### src/rtl/digit_scanner.sv
// Four-digit multiplexed hex display scanner with a one-deep load buffer.
// New values commit only at frame boundaries so a frame never mixes two values.
module digit_scanner #(
    parameter int unsigned PRESCALE = 50000
) (
    input  logic        clk,
    input  logic        rst_n,
    input  logic [15:0] value_in,
    input  logic        load_valid,
    output logic        load_ready,
    input  logic        blank_lz,
    output logic        w,
    output logic        x,
    output logic        y,
    output logic        z,
    output logic [3:0]  an,
    output logic        frame_tick
);

    localparam int unsigned    PcW   = $clog2(PRESCALE);
    localparam logic [PcW-1:0] PcMax = PcW'(PRESCALE - 1);

    logic [15:0]    shown_q, shown_d;
    logic [15:0]    pending_q, pending_d;
    logic           pend_full_q, pend_full_d;
    logic [PcW-1:0] pc_q, pc_d;
    logic [1:0]     idx_q, idx_d;

    logic           slot_end;
    logic           frame_end;
    logic           accept;
    logic           upper_zero;
    logic [3:0]     nibble;

    assign slot_end   = (pc_q == PcMax);
    assign frame_end  = slot_end && (idx_q == 2'd3);
    assign load_ready = ~pend_full_q;
    assign accept     = load_valid && load_ready;
    assign frame_tick = frame_end;

    always_comb begin
        pc_d        = slot_end ? '0 : pc_q + 1'b1;
        idx_d       = slot_end ? idx_q + 2'd1 : idx_q;
        shown_d     = shown_q;
        pending_d   = pending_q;
        pend_full_d = pend_full_q;
        // Accept and commit are mutually exclusive: accept needs an empty buffer.
        if (frame_end && pend_full_q) begin
            shown_d     = pending_q;
            pend_full_d = 1'b0;
        end else if (accept) begin
            pending_d   = value_in;
            pend_full_d = 1'b1;
        end
    end

    always_ff @(posedge clk or negedge rst_n) begin
        if (!rst_n) begin
            shown_q     <= '0;
            pending_q   <= '0;
            pend_full_q <= 1'b0;
            pc_q        <= '0;
            idx_q       <= '0;
        end else begin
            shown_q     <= shown_d;
            pending_q   <= pending_d;
            pend_full_q <= pend_full_d;
            pc_q        <= pc_d;
            idx_q       <= idx_d;
        end
    end

    assign nibble       = shown_q[{idx_q, 2'b00} +: 4];
    assign {w, x, y, z} = nibble;

    // A digit is a leading zero when it and every more significant digit are zero.
    always_comb begin
        upper_zero = 1'b0;
        unique case (idx_q)
            2'd0: upper_zero = 1'b0;
            2'd1: upper_zero = (shown_q[15:4] == '0);
            2'd2: upper_zero = (shown_q[15:8] == '0);
            2'd3: upper_zero = (shown_q[15:12] == '0);
        endcase
        an = 4'b1111;
        if (!(blank_lz && upper_zero)) begin
            an[idx_q] = 1'b0;
        end
    end

endmodule

### config.mk
export PLATFORM = sky130hd
export DESIGN_NAME = digit_scanner
export DESIGN_NICKNAME = d
export VERILOG_FILES = /design/src/rtl/digit_scanner.sv
export SDC_FILE = /design/constraint.sdc
export NUM_CORES = 1
export LEC_CHECK = 0
export ABC_AREA = 1
export CORE_ASPECT_RATIO = 0.7
export CORE_MARGIN = 2
export CORE_UTILIZATION = 45
export CTS_CLUSTER_DIAMETER = 50
export DETAILED_ROUTE_END_ITERATION = 16
export PLACE_DENSITY_LB_ADDON = 0.25
export SLEW_MARGIN = 5
export SYNTH_ARGS = -nofsm -noshare
export SYNTH_HDL_FRONTEND = slang
export SYNTH_SLANG_ARGS = --single-unit
### constraint.sdc
create_clock -name clk -period 2.8 [get_ports clk]
set_clock_uncertainty 0.05 [all_clocks]
set_input_delay 0.84 -clock clk [delete_from_list [all_inputs] [get_ports clk]]
set_output_delay 0.84 -clock clk [all_outputs]
set_load 0.01 [all_outputs]
==> qor.txt <==
R2R setup slack: 930 ps
Antenna violations before repair: 0
Initial core utilization: 0.4595
Peak VDD IR: 0.0002427 V
Worst-Margin Slew: 642.0 ps
Sink Count: 51
Crit Path Max Fanout: 10
Die Ht: 67.66 µm
Worst r2r src: pc_q[0]
CP Class: flip-flop to output pin
DIE WIDTH: 94.94 µm
Total GRT Usage: 0.1902
Buffer and inverter count on the worst path: 3
Routed Antenna Nets: 0
Cell depth of the worst flop-to-flop path: 7
Clock Tree Buf Depth: 2
Clock slew at reported path FFs: 90 ps
Worst skew pair latency: 300 ps
Library cells used by synthesis: 27
Clock Root Buffer: clkbuf_8
Largest stage delay on the critical path: 500 ps
Total core area: 0.005669 mm²
Mapped Nets: 320
Io pins: 30
CP max-delay cell: clkdlybuf4s50_1
Max Transition Viols Final: 0
Fill count: 537
Final period util: 0.9671
Total grt overflow: 0
Multi-input logic area: 0.001152 mm²
Vias in the first global route: 1,840
Layout cell share with drive strength beyond 1: 0.1697
Number of DRC markers in iteration 0: 221
Total Power: 0.001432 W
Row cnt: 23
Hold Vio Cnt, Final: 0
Slew HR: 0.5720
DP HPWL: 3.895 mm
Hold Crit Class: flip-flop to flip-flop
YS warnings: 0
GPL Wtd Cong: 0.8898
Fin crit period: 2708 ps
Mapped cell area: 0.002605 mm²
H-tree depth: 2
Kind of end point of the critical path: output pin
Crit path DAT: 1820 ps
Via count: 2,068
Synth Register Bits: 51
Die ar.: 0.006423 mm²
Mapped Cells: 294
Crit start category: flip-flop
Synth-to-Final Area Change: 19.60%
CTS tree: done
Hold Startpoint: pc_q[0]
Fin nets: 355
Sequential-to-total area share from yosys stat: 0.4899
I/O Buffers: 29
Cells after DPL: 396
Fmax: 0.3693 GHz
DRT Pass-1 Iters: 5
Routed len/inst: 13.66 µm
TritonCTS buffer count: 5
Register Area: 0.001279 mm²
Remaining DRCs: 0
Status: finished clean
Lkg Pwr: 1.547 nW
Cells along the critical path: clkinv_1 > buf_4 > o21ai_0 > o22ai_1 > clkdlybuf4s50_1
Worst hold path cell count: 1
RSZ-0062 raised after global routing: false
R2R Path End: shown_q[14]
Antenna cells: 0
Final WL: 5.531 mm
Largest net degree at the start of global routing: 52
Max-cap viol count: 0
First-pass GRT wire length: 9.170 mm
Cell area power density: 459.6 mW/mm²
Layout Cells excl Fill: 405
Setup Viol. Count Final: 0
CTS Hold Buffers Added: 0
Syn avg cell area: 8.861 µm²
Fin Setup TNS: 0 ps
Worst EP required: 1910 ps
Family with the most delay on the worst path: buffers and inverters
Vias per cell: 5.106
Hold endpoint: pc_q[0]
-- layout by cell type (no fill, tap or decap), types with 7 or more instances in the layout --
master | netlist | final
inv_1 | 22 | 22
o21ai_0 | 10 | 10
nand2_1 | 70 | 69
buf_4 | 2 | 10
nor2_1 | 37 | 37
xor2_1 | 7 | 7
mux2_2 | 10 | 10
clkdlybuf4s50_1 | 0 | 25
nand4_1 | 19 | 19
nand3_1 | 10 | 9
dfrtp_1 | 51 | 49
-- cell type report --
type,count,share of cell area
Clock inverter,3,0.02169
Multi-Input combinational cell,203,0.3699
Timing Repair Buffer,39,0.1108
Sequential cell,51,0.4104
Clock buffer,5,0.02209
Tap cell,75,0.03012
Inverter,29,0.03494
-- worst max path at each step --
stage,start,endpoint,slack [ps],cells past startpoint
2_1_floorplan,idx_q[0],an[1],440,8
3_3_place_gp,blank_lz,an[3],-390,5
3_5_place_dp,blank_lz,an[3],-380,5
4_1_cts,blank_lz,an[3],2,5
5_1_grt,pc_q[1],frame_tick,5,6
6_report,idx_q[0],z,90,5
-- report_power, final --
part           internal [W]  switching, W
Sequential         0.000756     0.0000115
Clock              0.000356      0.000250
Combinational     0.0000361     0.0000219
-- timing repair --
action                                  in CTS  in global routing
gates resized for setup                      7                 10
pin swaps                                    1                  0
endpoints found under the setup margin       3                  4
setup buffers                                0                  1
-- state kept, by name (all words and copies together), names as in the netlist --
| signal | cells |
|---|---|
| shown_q | 16 |
| pending_q | 16 |
| pc_q | 16 |
| pend_full_q | 1 |
| idx_q | 2 |
-- per-stage QoR --
| stage | utilization | worst slack, ps | cell area, µm² | hold slack (ps) |
|---|---|---|---|---|
| after global routing | 0.5495 | 4.986 | 3115 | 455.1 |
| after detailed placement | 0.5222 | -383.6 | 2960 | 430.0 |
| after global placement | 0.5222 | -387.7 | 2960 | 420.3 |
| after floorplan | - | 444.8 | 2605 | 399.8 |
| final | 0.5495 | 92.15 | 3115 | 423.3 |
| after CTS | 0.5471 | 2.103 | 3102 | 442.5 |
-- logic make-up after synthesis --
kind of cell | after synthesis | share of synthesized area
AO/OA/AOI/OAI | 18 | 0.03746
multiplexers | 16 | 0.06916
adder cells (fa/ha/maj) | 6 | 0.02882
flip-flops | 51 | 0.4899
AND/OR/NAND/NOR | 156 | 0.2743
XOR/XNOR | 7 | 0.02354
buffers and inverters | 40 | 0.07684
-- metal layers --
metal	track usage	vias up	wire length, µm
li1	-	1021	-
met1	0.2966	963	2834
met2	0.2677	82	2236
met3	0.03906	2	432
met4	0.04710	0	27
met5	0	-	0
-- worst register-to-register path, stage by stage, from the launching register on --
cell,delay [ps]
dfrtp_1,380
ha_2,210
nand2_1,100
nor2_2,130
nand3_2,90
nor2_4,510
nand4_1,230
nand2_1,110
-- Yosys cell counts --
| library cell | count | area (µm²) |
|---|---|---|
| nand2_1 | 70 | 262.8 |
| dfrtp_1 | 51 | 1276 |
| nor2_1 | 37 | 138.9 |
| inv_1 | 22 | 82.58 |
| nand4_1 | 19 | 118.9 |
| mux2_2 | 10 | 112.6 |
| nand3_1 | 10 | 50.05 |
| o21ai_0 | 10 | 50.05 |
| xor2_1 | 7 | 61.31 |
| ha_1 | 6 | 75.07 |
| inv_2 | 6 | 22.52 |
| mux2_1 | 6 | 67.56 |
| nor2_2 | 6 | 37.54 |
| nor3_1 | 6 | 30.03 |
| buf_6 | 5 | 56.30 |
| buf_2 | 4 | 20.02 |
| o22ai_1 | 4 | 25.02 |
| a21oi_1 | 3 | 15.01 |
| buf_4 | 2 | 15.01 |
| nand2_2 | 2 | 12.51 |
| nor3b_1 | 2 | 15.01 |
| clkinv_1 | 1 | 3.750 |
| nand3_2 | 1 | 10.01 |
| nand4_4 | 1 | 21.27 |
| nor2_4 | 1 | 11.26 |
| nor4_1 | 1 | 6.260 |
| o21bai_1 | 1 | 7.510 |
Note: power is estimated with default switching activity, not from simulation.
